==> config.mk <==
export PLATFORM = sky130hd
export DESIGN_NAME = ternary_neuron_accum
export DESIGN_NICKNAME = d
export VERILOG_FILES = /design/src/rtl/ternary_neuron_accum.sv
export SDC_FILE = /design/constraint.sdc
export NUM_CORES = 1
export LEC_CHECK = 0
export CAP_MARGIN = 20
export CORE_AREA = 8 8 106 108
export DETAILED_ROUTE_END_ITERATION = 6
export DIE_AREA = 0 0 114 116
export PLACE_DENSITY = 0.59
export REMOVE_ABC_BUFFERS = 1
export SLEW_MARGIN = 20
export SYNTH_ARGS = -nofsm -noshare
export SYNTH_HDL_FRONTEND = slang
export SYNTH_SLANG_ARGS = --single-unit
==> constraint.sdc <==
create_clock -name clk -period 10.3 [get_ports clk]
set_input_delay 2.06 -clock clk [delete_from_list [all_inputs] [get_ports clk]]
set_output_delay 2.06 -clock clk [all_outputs]
set_load 0.01 [all_outputs]
==> src/rtl/ternary_neuron_accum.sv <==
// ternary_neuron_accum: accumulates NUM_CHUNKS popcount beats (positive minus
// negative weight counts) into a saturating signed sum, then emits one ternary
// neuron output by comparing the sum against thresholds sampled at the frame's
// first beat.
//
// Ports:
//   clk, rst_n          clock (rising edge), asynchronous active-low reset
//   flush               synchronous frame abort; overrides every other event
//   in_valid/in_ready   beat handshake; in_ready is low only while a result is held
//   in_pos, in_neg      unsigned popcounts of +1 and -1 weighted inputs
//   thr_hi, thr_lo      signed thresholds, captured on the first beat of a frame
//   out_valid/out_ready result handshake; result held until accepted
//   out_trit            01 = +1, 11 = -1, 00 = 0
//   out_sum             signed final accumulated sum
module ternary_neuron_accum #(
  parameter int unsigned POP_W      = 5,
  parameter int unsigned NUM_CHUNKS = 4,
  parameter int unsigned ACC_W      = 8
) (
  input  logic             clk,
  input  logic             rst_n,
  input  logic             flush,
  input  logic             in_valid,
  output logic             in_ready,
  input  logic [POP_W-1:0] in_pos,
  input  logic [POP_W-1:0] in_neg,
  input  logic [ACC_W-1:0] thr_hi,
  input  logic [ACC_W-1:0] thr_lo,
  output logic             out_valid,
  input  logic             out_ready,
  output logic [1:0]       out_trit,
  output logic [ACC_W-1:0] out_sum
);

  localparam int unsigned CNT_W   = (NUM_CHUNKS > 1) ? $clog2(NUM_CHUNKS) : 1;
  localparam int unsigned DELTA_W = POP_W + 1;
  localparam int unsigned SUM_W   = ((ACC_W > DELTA_W) ? ACC_W : DELTA_W) + 1;
  localparam int          SAT_MAX = (1 << (ACC_W - 1)) - 1;

  localparam logic signed [SUM_W-1:0] SAT_HI   = SUM_W'(SAT_MAX);
  localparam logic signed [SUM_W-1:0] SAT_LO   = SUM_W'(-SAT_MAX);
  localparam logic [CNT_W-1:0]        LAST_CNT = CNT_W'(NUM_CHUNKS - 1);

  localparam logic [1:0] TRIT_POS  = 2'b01;
  localparam logic [1:0] TRIT_NEG  = 2'b11;
  localparam logic [1:0] TRIT_ZERO = 2'b00;

  typedef enum logic [1:0] {
    IDLE  = 2'd0,
    ACCUM = 2'd1,
    EMIT  = 2'd2
  } state_t;

  state_t                    state_q, state_d;
  logic [CNT_W-1:0]          cnt_q, cnt_d;
  logic signed [ACC_W-1:0]   acc_q, acc_d;
  logic signed [ACC_W-1:0]   thr_hi_q, thr_hi_d;
  logic signed [ACC_W-1:0]   thr_lo_q, thr_lo_d;
  logic                      out_valid_d;
  logic [1:0]                out_trit_d;
  logic [ACC_W-1:0]          out_sum_d;

  logic signed [DELTA_W-1:0] delta;
  logic signed [ACC_W-1:0]   acc_base;
  logic signed [SUM_W-1:0]   sum_wide;
  logic signed [ACC_W-1:0]   acc_sat;
  logic signed [ACC_W-1:0]   thr_hi_eff;
  logic signed [ACC_W-1:0]   thr_lo_eff;
  logic [1:0]                trit_c;
  logic                      beat_accept;
  logic                      last_beat;
  logic                      in_idle;

  // Beats are blocked only while a result waits for acceptance.
  assign in_ready    = (state_q != EMIT);
  assign beat_accept = in_valid && in_ready;
  assign in_idle     = (state_q == IDLE);

  // Signed per-beat contribution and saturating accumulate; a new frame starts from 0.
  always_comb begin
    delta    = $signed({1'b0, in_pos}) - $signed({1'b0, in_neg});
    acc_base = in_idle ? '0 : acc_q;
    sum_wide = SUM_W'(acc_base) + SUM_W'(delta);
    if (sum_wide > SAT_HI) begin
      acc_sat = ACC_W'(SAT_HI);
    end else if (sum_wide < SAT_LO) begin
      acc_sat = ACC_W'(SAT_LO);
    end else begin
      acc_sat = ACC_W'(sum_wide);
    end
  end

  // Thresholds come straight from the ports on the first beat so NUM_CHUNKS=1 works.
  always_comb begin
    thr_hi_eff = in_idle ? $signed(thr_hi) : thr_hi_q;
    thr_lo_eff = in_idle ? $signed(thr_lo) : thr_lo_q;
    if (acc_sat > thr_hi_eff) begin
      trit_c = TRIT_POS;
    end else if (acc_sat < thr_lo_eff) begin
      trit_c = TRIT_NEG;
    end else begin
      trit_c = TRIT_ZERO;
    end
  end

  assign last_beat = in_idle ? (NUM_CHUNKS == 1) : (cnt_q == LAST_CNT);

  // Next-state and registered-output logic.
  always_comb begin
    state_d     = state_q;
    cnt_d       = cnt_q;
    acc_d       = acc_q;
    thr_hi_d    = thr_hi_q;
    thr_lo_d    = thr_lo_q;
    out_valid_d = out_valid;
    out_trit_d  = out_trit;
    out_sum_d   = out_sum;

    if (flush) begin
      state_d     = IDLE;
      cnt_d       = '0;
      acc_d       = '0;
      out_valid_d = 1'b0;
    end else begin
      case (state_q)
        IDLE, ACCUM: begin
          if (beat_accept) begin
            acc_d = acc_sat;
            if (in_idle) begin
              thr_hi_d = $signed(thr_hi);
              thr_lo_d = $signed(thr_lo);
            end
            if (last_beat) begin
              state_d     = EMIT;
              cnt_d       = '0;
              out_valid_d = 1'b1;
              out_sum_d   = acc_sat;
              out_trit_d  = trit_c;
            end else begin
              state_d = ACCUM;
              cnt_d   = cnt_q + CNT_W'(1);
            end
          end
        end
        EMIT: begin
          if (out_ready) begin
            state_d     = IDLE;
            out_valid_d = 1'b0;
          end
        end
        default: begin
          state_d     = IDLE;
          cnt_d       = '0;
          acc_d       = '0;
          out_valid_d = 1'b0;
        end
      endcase
    end
  end

  // State and output registers.
  always_ff @(posedge clk or negedge rst_n) begin
    if (!rst_n) begin
      state_q   <= IDLE;
      cnt_q     <= '0;
      acc_q     <= '0;
      thr_hi_q  <= '0;
      thr_lo_q  <= '0;
      out_valid <= 1'b0;
      out_trit  <= TRIT_ZERO;
      out_sum   <= '0;
    end else begin
      state_q   <= state_d;
      cnt_q     <= cnt_d;
      acc_q     <= acc_d;
      thr_hi_q  <= thr_hi_d;
      thr_lo_q  <= thr_lo_d;
      out_valid <= out_valid_d;
      out_trit  <= out_trit_d;
      out_sum   <= out_sum_d;
    end
  end

endmodule

==> Word level (Yosys, flattened, before mapping) <==
Index checks and enable logic that the tools add are counted.
{ "totals": {"reg_bits": 39, "latchBits": 0, "ram_bits": 0, "romBits": 0, "in_bits": 31, "output_inout_bits": 12, "word_cells": 57, "mem_count": 0} }
{ "classes": {"n_addsub": 3, "multipliers": 0, "div": 0, "magnitude_cmp": 4, "n_eq_ne": 8, "shift": 0, "mux": 25, "bitwise_logic": 1, "reduce_logical": 8} }
{ "op_table": {"columns": ["operator", "n"], "rows": [
  ["$mux W8", 7],
  ["$mux W2", 9],
  ["$pmux W8 S2", 1],
  ["$add A8 B6 Y9", 1],
  ["$gt A9 B8 Y1 const B", 1],
  ["$lt A9 B8 Y1 const B", 1],
  ["$ne A3 B3 Y1 const B", 3],
  ["$gt A8 B8 Y1", 1],
  ["$lt A8 B8 Y1", 1],
  ["$pmux W2 S2", 2],
  ["$reduce_and A3 Y1", 2],
  ["$sub A5 B5 Y6", 1],
  ["$mux W1", 5],
  ["$eq A2 B2 Y1 const B", 2],
  ["$ne A2 B2 Y1 const B", 2],
  ["$reduce_and A2 Y1", 2],
  ["$reduce_and A4 Y1", 1],
  ["$add A2 B1 Y2 const B", 1],
  ["$eq A2 B1 Y1 const B", 1],
  ["$logic_not A2 Y1", 1],
  ["$pmux W1 S2", 1],
  ["$reduce_or A2 Y1", 1],
  ["$logic_and A1 B1 Y1", 1],
  ["$not A1 Y1", 1]
]} }

==> Longest topological paths before layout <==
Gate-level depths: netlist of run 1.
{ "logic_depth": {"ltp_word": 9, "ltp_mapped": 24, "ltp_nobuf": 24} }

==> Worst setup path after synthesis of run 1 <==
OpenSTA, ideal clock, no wires.
{ "synth_path": {"kind": "input to register", "startpoint": "input port in_neg[1]", "endpoint": "register out_trit[0]", "setup_time_ns": 0.126, "arrival_ns": 5.909, "t_required_ns": 10.174, "slack_ns": 4.265, "path_stages": 21, "path_buffers": 1, "path_cell_list": "inv_1 -> ha_1 -> a21o_1 -> a21oi_1 -> o21bai_1 -> a21oi_1 -> ha_1 -> a21oi_1 -> mux2i_1 -> and3_1 -> buf_2 -> nand2_1 -> a21oi_1 -> ha_1 -> a21o_1 -> a211oi_1 -> a21o_1 -> a31oi_1 -> nor2_1 -> inv_1 -> o32a_1"} }
{ "synth_between": {"elab_chain_len": 8, "elab_cells_between_ends": 10, "classes_between": "add/sub (2); order compare (4); mux (4)"} }
{ "synth_lines": {"columns": ["item", "line_no", "text"], "rows": [
  ["start, declared", "26", "input logic [POP_W-1:0] in_neg,"],
  ["$sub A5 B5 Y6 *", "81", "delta = $signed({1'b0, in_pos}) - $signed({1'b0, in_neg});"],
  ["$add A8 B6 Y9 *", "83", "sum_wide = SUM_W'(acc_base) + SUM_W'(delta);"],
  ["$lt A9 B8 Y1", "86", "end else if (sum_wide < SAT_LO) begin"],
  ["$mux W8", "86", null],
  ["$mux W8 *", "84", "if (sum_wide > SAT_HI) begin"],
  ["net acc_sat[5]", "66", "logic signed [ACC_W-1:0] acc_sat;"],
  ["$lt A8 B8 Y1", "99", "end else if (acc_sat < thr_lo_eff) begin"],
  ["$mux W2", "99", null],
  ["$mux W2 *", "97", "if (acc_sat > thr_hi_eff) begin"],
  ["end signal, assigned", "179", "out_trit <= out_trit_d;"],
  ["end, declared", "31", "output logic [1:0] out_trit,"]
]} }
The timed path passes the listed nets; every way through them passes the cells marked *.
A chain may end at the register's enable or synchronous reset.

==> Worst setup path after layout of run 1 <==
Ends and elaborated chain as after synthesis.

==> out/qor.csv, run 1 <==
stage,metric,value,unit
routing,via_per_inst,4.81,
hold_path,hold-path-endpoint,thr_lo_q[1]$_DFFE_PN0P_,
setup_path,timing.rr.start,state_q[1]$_DFFE_PN0P_,
cts,post_cts_resized,0,
cells_and_area,instances_no_fill,468,
cts,clock_path_buffers,2,
synthesis,yosys_most_used_dff,dfrtp_1,
timing,rsz0062_at_grt,false,
power_and_ir_drop,p_per_area,156,mW/mm2
timing,period_share,66.9,%
setup_path,cp_max_fo,8,
routing,first_pass_iters,4,
cells_and_area,diodes,0,
routing,route.detailed.drc,0,
global_routing,overflow,0,
power_and_ir_drop,p_total,0.000530,W
global_routing,antenna_found_initial,0,
setup_path,crit_path_end_kind,flip-flop,
setup_path,cp_data_required_time,10480,ps
floorplan,rows,36,
synthesis,ys_warn_count,0,
timing,fmax,145,MHz
synthesis,synth.most_common_cell,dfrtp_1,
synthesis,synthTopCellsByCount,"39 x dfrtp_1, 34 x nand2_1, 29 x ha_1",
floorplan,io_pins,43,
hold_path,min_from,thr_lo_q[1]$_DFFE_PN0P_,
routing,wire_per_inst,14.5,um
global_routing,grt_usage,10.5,%
synthesis,synth-edff-count,0,
floorplan,die_h,116,um
cts,cts.sink_count,39,
routing,wirelength,6.78,mm
synthesis,synth_top_area_share,35.2,%
run,drv_cap,0,
synthesis,synth.area.top_cells,"dfrtp_1 35%, ha_1 13%, mux2i_1 5.8%",
synthesis,postSynthAreaPerCell,9.42,um2
timing,slew_viol_final,0,
cts,postCtsSetupBuffers,0,
setup_path,worstPathArrival,7060,ps
timing,layout_min_cycle_time,6890,ps
synthesis,yosys.area.top_type,dfrtp_1,
timing,setup_viol_count_final,0,
cts,cts_tree,yes,
timing,hold_violations,0,
timing,holdWs,480,ps
timing,max_slew_margin,40.1,%
floorplan,start_util,29.0,%
global_routing,grt_pass1_vias,2240,
cells_and_area,nets,396,
global_routing,grt_max_degree,40,
power_and_ir_drop,ir_drop,0.0000581,V
routing,drt-initial-drc-count,60,
cts,clockRootBuffer,clkbuf_8,
routing,final_antenna_net_count,0,
hold_path,worst_hold_path_type,reg -> reg,
synthesis,synth.distinct_cells,54,
synthesis,synthCells,294,
floorplan,die_area,0.0132,mm2
timing,skew,10.5,ps
synthesis,async_flop_share,100,%
setup_path,crit_type,in -> reg,
cells_and_area,area_growth,22.7,%
setup_path,ff2ff_path_depth,19,
cells_and_area,n_fill_cell,993,
timing,worst_pin_slew,899,ps
setup_path,startpoint_type,primary input,
floorplan,core,0.00955,mm2
global_routing,grt_first_pass_wirelength,11.2,mm
placement,dp_hpwl,5.23,mm
cts,htree_num_levels,2,
synthesis,ys_seq_area_share,35.2,%
synthesis,synth_area,0.00277,mm2
timing,setup_tns,0,ps
cells_and_area,layout-drive-gt1-share,7.46,%
cts,hold_buffers,0,
placement,gp_congestion,0.861,
cts,path_clk_slew,70,ps
power_and_ir_drop,power.leakage,1.60,nW
setup_path,regToRegSetupSlack,5220,ps
placement,port_buffers,42,
cts,numCtsBuffers,5,
floorplan,die_w,114,um
cts,clock_latency,290,ps
setup_path,reg2reg_to,out_trit[0]$_DFFE_PN0P_,
outcome,status,finished clean,
synthesis,synth-seq-cells,39,
placement,dp.cells,460,
routing,vias,2250,
hold_path,worstHoldPathCells,2,
[layout make-up]
type	count	area, um2	share of cell area [%]
Clock buffer	6	72.6	2.14
Clock inverter	2	12.5	0.368
Inverter	15	56.3	1.66
Multi-Input combinational cell	230	1690	49.8
Sequential cell	39	976	28.7
Tap cell	133	166	4.90
Timing Repair Buffer	43	423	12.4
[metrics by stage]
step	setup WS, ps	util [%]	cell area (um2)
after floorplan	4150	-	2720
after global placement	3360	34.7	3310
after detailed placement	3120	34.7	3310
after CTS	3380	35.6	3400
after global routing	3010	35.6	3400
final	3410	35.6	3400
[cell families after synthesis]
| family | Yosys count | share of synthesized area, % |
|---|---|---|
| and+or+nand+nor | 85 | 15.0 |
| xor gates and xnor gates | 8 | 2.80 |
| AOI/OAI and AO/OA | 84 | 20.5 |
| buffers and inverters | 25 | 3.66 |
| muxes | 21 | 7.82 |
| DFF | 39 | 35.2 |
| adders and majority gates | 32 | 15.0 |
[flip-flops by register name, indices dropped and copies added (netlist names)]
| name | cells |
|---|---|
| acc_q | 8 |
| cnt_q | 2 |
| out_sum | 8 |
| out_trit | 2 |
| out_valid | 1 |
| state_q | 2 |
| thr_hi_q | 8 |
| thr_lo_q | 8 |
[critical path, stage by stage]
cell and delay, ps:
clkdlybuf4s50_1 460, inv_1 60, ha_1 270, a21o_1 160, a21oi_1 220, o21bai_1 90, a21oi_1 280, ha_1 370
a21oi_1 250, mux2i_1 230, and3_1 380, nand2_1 200, a21oi_1 420, ha_1 330, a21o_1 190, a211oi_1 310
a21o_1 180, a31oi_1 40, nor2_1 180, inv_1 60, o32a_1 340
[power breakdown]
part	switching (W)	internal, W
Sequential	0.0000136	0.000176
Combinational	0.000134	0.000105
Clock	0.0000542	0.0000473
[placed cells by master, fill, tap and decap left out, drive strengths merged, types with 9 or more instances in the layout]
cell type and instances:
clkdlybuf4s50 41, dfrtp 39, o21ai 22, a21oi 19
nand2 34, inv 15, a21o 9, nor2 15
ha 29, mux2i 16
[worst max path at each step]
stage                     cells after the start  startpoint                 endpoint
after global placement                       20   in_neg[0]  out_trit[0]$_DFFE_PN0P_
final                                        21   in_neg[1]  out_trit[0]$_DFFE_PN0P_
after global routing                         21   in_neg[1]  out_trit[0]$_DFFE_PN0P_
after CTS                                    21   in_neg[1]  out_trit[0]$_DFFE_PN0P_
after floorplan                              20   in_pos[0]  out_trit[0]$_DFFE_PN0P_
after detailed placement                     21   in_neg[1]  out_trit[0]$_DFFE_PN0P_
[per-layer routing]
layer  up-vias  share of wire (%)  global-route usage [%]
li1       1148                  -                       -
met1      1044                 48                    13.8
met2        50                 45                    16.5
met3         8                5.4                    2.61
met4         0                1.4                    3.46
met5         -                  0                       0
Power figures use the tool's default switching activity.
==> inputs of run 2 (changes only) <==
--- a/config.mk
+++ b/config.mk
@@ -9,7 +9,7 @@
 export CORE_AREA = 8 8 106 108
 export DETAILED_ROUTE_END_ITERATION = 6
 export DIE_AREA = 0 0 114 116
-export PLACE_DENSITY = 0.59
+export PLACE_DENSITY = 0.61
 export REMOVE_ABC_BUFFERS = 1
 export SLEW_MARGIN = 20
 export SYNTH_ARGS = -nofsm -noshare
==> constraint.sdc (replaced) <==
create_clock -name clk -period 5.58 [get_ports clk]
set_input_delay 1.116 -clock clk [delete_from_list [all_inputs] [get_ports clk]]
set_output_delay 1.116 -clock clk [all_outputs]
set_load 0.01 [all_outputs]
==> run 2 against run 1 <==
Routed wire length rose by 1.5%. Clock power rose by 140%. Highest routed layer unchanged. Critical path type unchanged. Global-route usage rose by 0.48 points. Cell count rose by 3.4%. Via count rose by 2.0%. First-iteration DRC count rose by 43%. Critical path depth did not move. Hold slack barely moved. Utilization rose by 1.8 points. Die area did not move. Sequential share of layout area fell by 1.4 points.
==> out/qor.csv, run 2 (synthesized netlist as in run 1, its figures left out) <==
stage,metric,value,unit,change
cts,clock_latency,300,ps,about the same
floorplan,die_w,114,um,unchanged
routing,drt-initial-drc-count,86,,+43%
placement,dp_hpwl,5.46,mm,+4.4%
cts,cts_tree,yes,,
run,drv_cap,0,,unchanged
routing,via_per_inst,4.74,,-1.4%
cts,path_clk_slew,80,ps,about the same
placement,port_buffers,42,,unchanged
floorplan,core,0.00955,mm2,unchanged
setup_path,crit_top_cell,inv_1,,
cts,postCtsSetupBuffers,0,,unchanged
floorplan,die_h,116,um,unchanged
timing,worst_pin_slew,908,ps,+9.04 ps
power_and_ir_drop,ir_drop,0.000153,V,+160%
timing,max_slew_margin,39.3,%,-0.75 points
cts,cts.sink_count,39,,unchanged
routing,final_antenna_net_count,0,,unchanged
outcome,status,finished clean,,
cts,numCtsBuffers,5,,unchanged
timing,layout_min_cycle_time,5250,ps,
global_routing,grt_max_degree,40,,unchanged
setup_path,cp_data_required_time,5770,ps,-4710 ps
setup_path,cp_max_fo,7,,-1
setup_path,path_cells,"clkdlybuf4s50_1, ha_1, inv_1, fa_1, inv_1, fa_1, nand2b_1, a21oi_2, a31oi_2, o22ai_4, buf_4, inv_2, a21o_1, o21ai_0, ha_1, a211oi_2, a21o_1, a31oi_1, nor2_1, inv_1, o32a_1",,
cts,clockRootBuffer,clkbuf_8,,
cells_and_area,area_growth,29.0,%,
timing,period_share,94.1,%,
cells_and_area,final_cell_mix,"41 x clkdlybuf4s50_1, 39 x dfrtp_1, 34 x nand2_1",,
placement,pre_cts_slack,-152,ps,-3270 ps
cts,clock_path_buffers,2,,unchanged
global_routing,overflow,0,,unchanged
setup_path,worst_path_max_delay_cell,fa_1,,
power_and_ir_drop,p_per_area,307,mW/mm2,+97%
routing,wire_per_inst,14.2,um,-1.9%
floorplan,rows,36,,unchanged
floorplan,start_util,29.0,%,unchanged
global_routing,grt_usage,11.0,%,+0.48 points
timing,fmax,190,MHz,
cells_and_area,diodes,0,,unchanged
timing,slew_viol_final,0,,unchanged
floorplan,die_area,0.0132,mm2,unchanged
timing,setup_viol_count_final,0,,unchanged
timing,rsz0062_at_grt,false,,
cells_and_area,final_util,37.4,%,+1.8 points
power_and_ir_drop,power.leakage,1.70,nW,+6.2%
cts,htree_num_levels,2,,unchanged
routing,vias,2295,,+2.0%
global_routing,grt_pass1_vias,2347,,+4.8%
global_routing,antenna_found_initial,0,,unchanged
cts,hold_buffers,0,,unchanged
routing,route.detailed.drc,0,,unchanged
cells_and_area,nets,412,,+4.0%
timing,skew,7.64,ps,-2.88 ps
cells_and_area,layout-drive-gt1-share,13.1,%,+5.6 points
timing,hold_violations,0,,unchanged
setup_path,crit_type,in -> reg,,
floorplan,io_pins,43,,unchanged
hold_path,worst_hold_path_type,reg -> reg,,
setup_path,worstPathArrival,5440,ps,-1620 ps
global_routing,grt_first_pass_wirelength,11.7,mm,+4.9%
cells_and_area,final_common_cell,clkdlybuf4s50_1,,
timing,worst_slack,328,ps,-3080 ps
setup_path,max_stage_delay,510,ps,+50 ps
placement,gp_congestion,0.869,,+0.91%
routing,wirelength,6.88,mm,+1.5%
routing,first_pass_iters,4,,unchanged
cts,post_cts_resized,0,,unchanged
cells_and_area,n_fill_cell,998,,+0.50%
setup_path,crit_path_end_kind,flip-flop,,
setup_path,startpoint_type,primary input,,
-- run 2: changes by cell type in the layout (fill, tap and decap cells not counted), sizes merged --
cell      previous run  this run
clkinvlp             1         0
bufinv               0         1
buf                  2        18
-- run 2: worst paths after layout --
path,from,depth (start not counted),slack (ps),end
max in group asynchronous,rst_n,1,4080,thr_lo_q[4]$_DFFE_PN0P_
hold / removal,acc_q[7]$_DFFE_PN0P_,2,480,acc_q[7]$_DFFE_PN0P_
min in group asynchronous,rst_n,1,940,thr_hi_q[7]$_DFFE_PN0P_
setup / recovery,in_neg[0],21,330,out_trit[0]$_DFFE_PN0P_
setup reg to reg,state_q[1]$_DFFE_PN0P_,20,1150,out_trit[0]$_DFFE_PN0P_
hold reg to reg,acc_q[7]$_DFFE_PN0P_,2,480,acc_q[7]$_DFFE_PN0P_
-- run 2: stage by stage --
| step | TNS [ps] | cells | cell area, um2 | hold WS [ps] | power, W |
|---|---|---|---|---|---|
| finish | 0 | 484 | 3570 | 480 | 0.00110 |
| global route | 0 | 484 | 3570 | 508 | 0.00118 |
| CTS | 0 | 484 | 3550 | 483 | 0.00109 |
| detailed placement | -152 | 476 | 3430 | 468 | 0.000843 |
| global placement | -73.5 | 476 | 3430 | 455 | 0.000829 |
| floorplan | 0 | 284 | 2720 | 442 | 0.000651 |
-- run 2: area by class of cell --
type | instances | area, um2 | share of cell area (%)
Clock inverter | 2 | 35.0 | 0.981
Inverter | 15 | 56.3 | 1.58
Multi-Input combinational cell | 230 | 1710 | 48.0
Timing Repair Buffer | 59 | 543 | 15.2
Tap cell | 133 | 166 | 4.66
Clock buffer | 6 | 82.6 | 2.31
Sequential cell | 39 | 976 | 27.3
-- run 2: power breakdown --
part	switching, W	total (W)	internal (W)
combinational	0.000260	0.000499	0.000239
clock	0.000101	0.000246	0.000145
sequential	0.0000257	0.000350	0.000324
-- run 2: layer usage --
metal  part of all wire (%)  track usage, %  vias to the layer above
met4                   0.92            2.66                        0
met2                     45            17.9                       41
met5                      0               0                        -
met3                    4.3            2.55                        6
met1                     50            14.3                     1070
li1                       -               -                     1178
-- run 2: worst max-delay path: cells and delay by family --
family / cells / cell delay (ps)
AND/OR/NAND/NOR: 2 / 310
AO/OA/AOI/OAI: 9 / 1720
buffers and inverters: 6 / 870
adder cells (fa/ha/maj): 4 / 1430
